==> src/rtl/fm_pkg.sv <==
// Shared types and constants for the feature-map ping-pong buffer.
package fm_pkg;
  localparam int FM_CONV_OUT_NUM = 18;
  localparam int FM_DATA_WIDTH   = 8;
  localparam int FM_WORD_W       = FM_CONV_OUT_NUM * FM_DATA_WIDTH;
  localparam int FM_MEM_DEPTH_D  = 13;
  localparam int FM_BANK_WORDS   = 1 << (FM_MEM_DEPTH_D - 1);

  typedef enum logic [1:0] {
    IDLE,
    WAIT_BANK,
    FILL
  } fm_state_e;
endpackage

==> src/rtl/fm_tile_addr_gen.sv <==
// Tile-relative address generator: col/row counters and row_base accumulator.
module fm_tile_addr_gen #(
  parameter int AW = 12,
  parameter int DW = 8
) (
  input  logic          clk,
  input  logic          rstn,
  input  logic          clear,
  input  logic          step,
  input  logic [DW-1:0] cfg_width,
  input  logic [DW-1:0] cfg_height,
  input  logic [AW-1:0] cfg_stride,
  output logic [AW-1:0] offset,
  output logic          at_start,
  output logic          last
);
  logic [DW-1:0] col, row;
  logic [AW-1:0] row_base;
  logic          col_end;

  assign col_end  = (col == cfg_width - DW'(1));
  assign last     = col_end && (row == cfg_height - DW'(1));
  assign at_start = (col == '0) && (row == '0);
  // Truncated sum keeps every write inside the current bank.
  assign offset   = row_base + AW'(col);

  always_ff @(posedge clk or negedge rstn) begin
    if (!rstn) begin
      col      <= '0;
      row      <= '0;
      row_base <= '0;
    end else if (clear) begin
      col      <= '0;
      row      <= '0;
      row_base <= '0;
    end else if (step) begin
      if (col_end) begin
        col      <= '0;
        row      <= row + DW'(1);
        row_base <= row_base + cfg_stride;
      end else begin
        col <= col + DW'(1);
      end
    end
  end
endmodule

==> src/rtl/fm_mem_wr_ctrl.sv <==
// Write-side controller: places pre-process words into the ping-pong bank
// being filled and hands full banks to the convolution reader.
module fm_mem_wr_ctrl
  import fm_pkg::*;
#(
  parameter int CONV_OUT_NUM = FM_CONV_OUT_NUM,
  parameter int DATA_WIDTH   = FM_DATA_WIDTH,
  parameter int FM_MEM_DEPTH = FM_MEM_DEPTH_D,
  parameter int DIM_WIDTH    = 8
) (
  input  logic                             sys_clk,
  input  logic                             rstn,
  input  logic                             cfg_valid,
  input  logic [DIM_WIDTH-1:0]             cfg_width,
  input  logic [DIM_WIDTH-1:0]             cfg_height,
  input  logic [FM_MEM_DEPTH-2:0]          cfg_stride,
  input  logic [CONV_OUT_NUM*DATA_WIDTH-1:0] wr_data,
  input  logic                             wr_en,
  input  logic [1:0]                       bank_release,
  output logic [FM_MEM_DEPTH-1:0]          mem_wr_addr,
  output logic [CONV_OUT_NUM*DATA_WIDTH-1:0] mem_wr_data,
  output logic                             mem_wr_en,
  output logic [1:0]                       bank_full,
  output logic                             tile_done,
  output logic                             err_overflow
);
  localparam int AW = FM_MEM_DEPTH - 1;

  fm_state_e            state, state_nxt;
  logic                 cur_bank;
  logic [DIM_WIDTH-1:0] width_q, height_q;
  logic [AW-1:0]        stride_q;
  logic [AW-1:0]        offset;
  logic                 at_start, last;
  logic                 accept, tile_end, cfg_take, free_cur, free_oth;
  logic [1:0]           full_set, full_nxt;

  assign accept   = (state == FILL) && wr_en;
  assign tile_end = accept && last;
  assign cfg_take = cfg_valid && ((state != FILL) || at_start);
  // A release in the current cycle already counts as free.
  assign free_cur = !bank_full[cur_bank]  || bank_release[cur_bank];
  assign free_oth = !bank_full[~cur_bank] || bank_release[~cur_bank];

  fm_tile_addr_gen #(.AW(AW), .DW(DIM_WIDTH)) u_addr (
    .clk       (sys_clk),
    .rstn      (rstn),
    .clear     (cfg_take || tile_end),
    .step      (accept),
    .cfg_width (width_q),
    .cfg_height(height_q),
    .cfg_stride(stride_q),
    .offset    (offset),
    .at_start  (at_start),
    .last      (last)
  );

  always_comb begin
    state_nxt = state;
    full_set  = '0;
    case (state)
      IDLE:      if (cfg_take) state_nxt = free_cur ? FILL : WAIT_BANK;
      WAIT_BANK: if (free_cur) state_nxt = FILL;
      FILL:      if (tile_end) state_nxt = free_oth ? FILL : WAIT_BANK;
      default:   state_nxt = IDLE;
    endcase
    if (tile_end) full_set[cur_bank] = 1'b1;
    // Set after release so a same-cycle set wins.
    full_nxt = (bank_full & ~bank_release) | full_set;
  end

  always_ff @(posedge sys_clk or negedge rstn) begin
    if (!rstn) begin
      state        <= IDLE;
      cur_bank     <= 1'b0;
      width_q      <= '0;
      height_q     <= '0;
      stride_q     <= '0;
      bank_full    <= '0;
      mem_wr_en    <= 1'b0;
      mem_wr_addr  <= '0;
      mem_wr_data  <= '0;
      tile_done    <= 1'b0;
      err_overflow <= 1'b0;
    end else begin
      state     <= state_nxt;
      bank_full <= full_nxt;
      mem_wr_en <= accept;
      tile_done <= tile_end;
      if (cfg_take) begin
        width_q  <= cfg_width;
        height_q <= cfg_height;
        stride_q <= cfg_stride;
      end
      if (accept) begin
        mem_wr_addr <= {cur_bank, offset};
        mem_wr_data <= wr_data;
      end
      if (tile_end) cur_bank <= ~cur_bank;
      if (wr_en && !accept) err_overflow <= 1'b1;
    end
  end
endmodule

==> config.mk <==
export PLATFORM = sky130hd
export DESIGN_NAME = fm_mem_wr_ctrl
export DESIGN_NICKNAME = d
export VERILOG_FILES = /design/src/rtl/fm_pkg.sv /design/src/rtl/fm_tile_addr_gen.sv /design/src/rtl/fm_mem_wr_ctrl.sv
export SDC_FILE = /design/constraint.sdc
export NUM_CORES = 1
export LEC_CHECK = 0
export ABC_AREA = 1
export BUFFER_PORTS_ARGS = -buffer_cell sky130_fd_sc_hd__buf_2
export CORE_MARGIN = 3
export CORE_UTILIZATION = 53
export CTS_BUF_LIST = sky130_fd_sc_hd__clkbuf_8
export CTS_CLUSTER_SIZE = 16
export DETAILED_ROUTE_END_ITERATION = 10
export GPL_TIMING_DRIVEN = 0
export PLACE_DENSITY_LB_ADDON = 0.1
export SETUP_SLACK_MARGIN = 0.02
export SLEW_MARGIN = 20
export SYNTH_ARGS = -nofsm -noshare
export SYNTH_HDL_FRONTEND = slang
export SYNTH_SLANG_ARGS = --single-unit
==> constraint.sdc <==
create_clock -name sys_clk -period 2.32 [get_ports sys_clk]
set_input_delay 0.232 -clock sys_clk [delete_from_list [all_inputs] [get_ports sys_clk]]
set_output_delay 0.232 -clock sys_clk [all_outputs]
set_load 0.02 [all_outputs]
==> results.md <==
* Max-cap violation count at 0
* Num ports at between 300 and 400
* Synthesized cell area at 10300 um2
* Vias in the first global route at 11.3k
* Multi-input gate area at 4290 um2
* Critical path, cell by cell: inv_1 > nand2_1 > nor2_1 > clkbuf_4 > clkbuf_2 > buf_1 > nand2_1 > nand2_1
* Commonest non-fill, non-tap cells in the layout: nand2_1, buf_2, dfrtp_1, dlygate4sd3_1, inv_1
* Worst-path clk slew at 0.06 ns
* Global Route Usage Sum at 33.5%
* Clock tree root buffer cell: clkbuf_8
* Seq/Total Area, Yosys at 53.8%
* Buf/Inv on CP at 4
* Largest family of logic cells by synthesized area: simple AND/OR/NAND/NOR gates
* Share of the synthesized area in the top cell type at a little over half
* Largest net degree at the start of global routing at 94
* Die height at 145 um
* Placed instance area at 12400 um2
* Synth Net Count at 1492
* Static Leak at 8.47 nW
* Remaining DRCs at 0
* CP Data Required Time at 2.77 ns
* CP peak stage delay at 0.41 ns
* CP dominant cell by count: nand2_1
* Max Slew Vio Count at 0
* CTS tree: built
* Dpl hpwl at 22.8 mm
* Worst-Margin Slew at 0.509 ns
* Final net count at 2060
* Gp weighted congestion at approximately 0.91
* Final instance area at 15000 um2
* Core area at 18900 um2
* Mean post-synth cell area at ~8 um2
* Clk Latency, worst-skew pair at between 0.5 and 0.6 ns
* Final setup fails at 0
* Mux cell area share after synthesis at 0%
* YS warnings at 0
* Worst Path Max Fanout at 10
* Fin crit share at ~94%
* FF/Latch Area at 5530 um2
* Area leader, netlist: dfrtp_1
* Post-synth cell types at 36
* First DRT Iteration DRCs at approximately 530
* Final Critical Period at ~2.2 ns
* Compound-cell area share of the yosys netlist at approximately 3.7%
* Area grow syn2layout at 46.4%
* Post-layout util at 79.6%
* Post-route antenna net violation count at 0
* H-tree depth at 2
* Cell family with most CP delay: buffers and inverters
* Worst hold path type: primary input to flip-flop
* GRT overflow at 0
* Setup slack after layout at 0.136 ns
* Max Clock Freq at between 400 and 500 MHz
* Simple-gate area share of the yosys netlist at 31.2%
* DRT Pass-1 Iters at 5
* Skew final at 0.0135 ns
* Via Count at 10.9k
* Share of post-route cells with drive strength above 1 at 24.2%
* CP endpoint kind: flip-flop
* Status: finished clean
* FILL cells at 1242
* Adder-cell share of the synthesized area at approximately 3.4%
* Relative slew slack at 66.0%
* Worst Setup Start Kind: flip-flop
* Post-DR wirelength/cell at 16.7 um
* Top area cells in the synthesized netlist: dfrtp_1, nand2_1, ha_1
* Initial antenna violation count at 5
* Die ar. at around 21000 um2
* # clock sinks at about 220
* Crit-path slowest cell: buf_1
* CTS Buf Count at 38
* CTS max path bufs at 3
* R2R Setup Slk at approximately 0.14 ns
* Die W at 145 um
* Vias per inst at 5.06
* Post-Synth XOR/XNOR Area at around 3%
* Most common cell after layout, fill and taps aside: nand2_1
* WL final at 35.9 mm
* Worst-case vdd ir drop at about 0.56 mV
* Design Power at 13.8 mW
* Fin. Hold Viols at 0
* Pwr dens at 918 nW/um2
* # rows at 50
* Post-synthesis sequential element count at 221
* Worst slack, placed at -0.0407 ns
* First-pass GRT wire length at 57.7 mm
* Crit Path Category: flip-flop to flip-flop
* RSZ-0062 raised after global routing: no
* Port Buf Inserts at around 340
* Starting density of the core at 54.4%
* Arrival time worst endpoint at 2.64 ns
* Synth Instances at 1287
## layer usage
layer	track usage, %	wire length [um]
met1	38.5	13300
met2	55.2	17100
met3	10.2	3310
met4	20.2	2150
met5	0	0
## what timing repair did
item	4_1_cts	5_1_grt
gates cloned	0	1
setup buffers	0	11
pin swaps	0	5
resized for setup	3	19
endpoints found under the hold margin	240	0
setup endpoints to repair	42	187
hold buffers	176	0
## Yosys cell counts
master / n
buf_2: 7
inv_2: 3
nand3_4: 1
nand2_1: 681
or2_2: 3
o21ai_1: 3
inv_1: 72
o21bai_1: 2
nor2_4: 2
a21o_1: 2
o21ai_0: 39
clkbuf_1: 31
a21oi_1: 15
nor2_2: 2
buf_4: 3
buf_6: 2
nor3_1: 6
buf_1: 5
nand4_1: 6
dfrtp_1: 221
ha_1: 25
nor2_1: 53
o21ai_4: 1
a31o_2: 1
nand3_1: 49
nor4_1: 2
a31oi_1: 1
a22oi_1: 2
xnor2_1: 14
fa_1: 2
nand2_4: 1
o211ai_1: 1
nand2_2: 5
xor2_1: 21
nand3_2: 1
o22ai_1: 2
## stage by stage
| stage | instances | hold slack [ns] | setup TNS (ns) |
|---|---|---|---|
| final | 2146 | 0.154 | 0 |
| after global routing | 2146 | 0.205 | 0 |
| after CTS | 2129 | 0.133 | 0 |
| after detailed placement | 1888 | 0.129 | -0.242 |
| after global placement | 1886 | 0.427 | -622.97 |
| after floorplan | 1287 | -0.0636 | 0 |
## cell families after synthesis
| group | Yosys count |
|---|---|
| compound gates | 69 |
| xor+xnor | 35 |
| fa+ha+maj | 27 |
| buf+inv | 123 |
| flops | 221 |
| simple gates | 812 |
## layout make-up
| cell class | instances | area share [%] |
|---|---|---|
| well taps | 260 | 2.16 |
| clock buffers | 48 | 4.39 |
| multi-input cells | 944 | 28.5 |
| inverters | 75 | 1.87 |
| flip-flops and latches | 221 | 36.8 |
| plain buffers | 47 | 1.52 |
| diodes | 5 | 0.0832 |
| repair buffers | 528 | 24.0 |
| clock inverters | 18 | 0.715 |
## flip-flops by register name, indices dropped and copies added, names as in the netlist, 2 cells and up
register	cells
bank_full	2
height_q	8
mem_wr_addr	13
mem_wr_data	144
state	2
stride_q	12
u_addr.col	8
u_addr.row	8
u_addr.row_base	12
width_q	8
## where the power goes
part,switching [mW],total [mW],internal [mW]
logic,2.90,4.84,1.94
clock network,1.62,3.59,1.97
registers,0.777,5.38,4.61
total,5.29,13.8,8.52
## worst reg2reg max path, stage by stage, from the launching register on
cell and delay, ns:
dfrtp_1 0.38, inv_1 0.11, nand2_1 0.09, nor2_1 0.16, clkbuf_4 0.30, clkbuf_2 0.35
buf_1 0.42, nand2_1 0.20, nand2_1 0.13
## path summary, 6_finish.rpt
path / endpoint / depth (start not counted) / from
setup / recovery: mem_wr_data[39] / 8 / state[0]
setup reg to reg: mem_wr_data[39] / 8 / state[0]
min in group asynchronous: width_q[4] / 2 / rstn
hold / removal: state[1] / 5 / cfg_valid
max in group asynchronous: mem_wr_data[134] / 3 / rstn
hold reg to reg: mem_wr_data[58] / 2 / mem_wr_data[58]
Note: power is estimated with default switching activity, not from simulation.
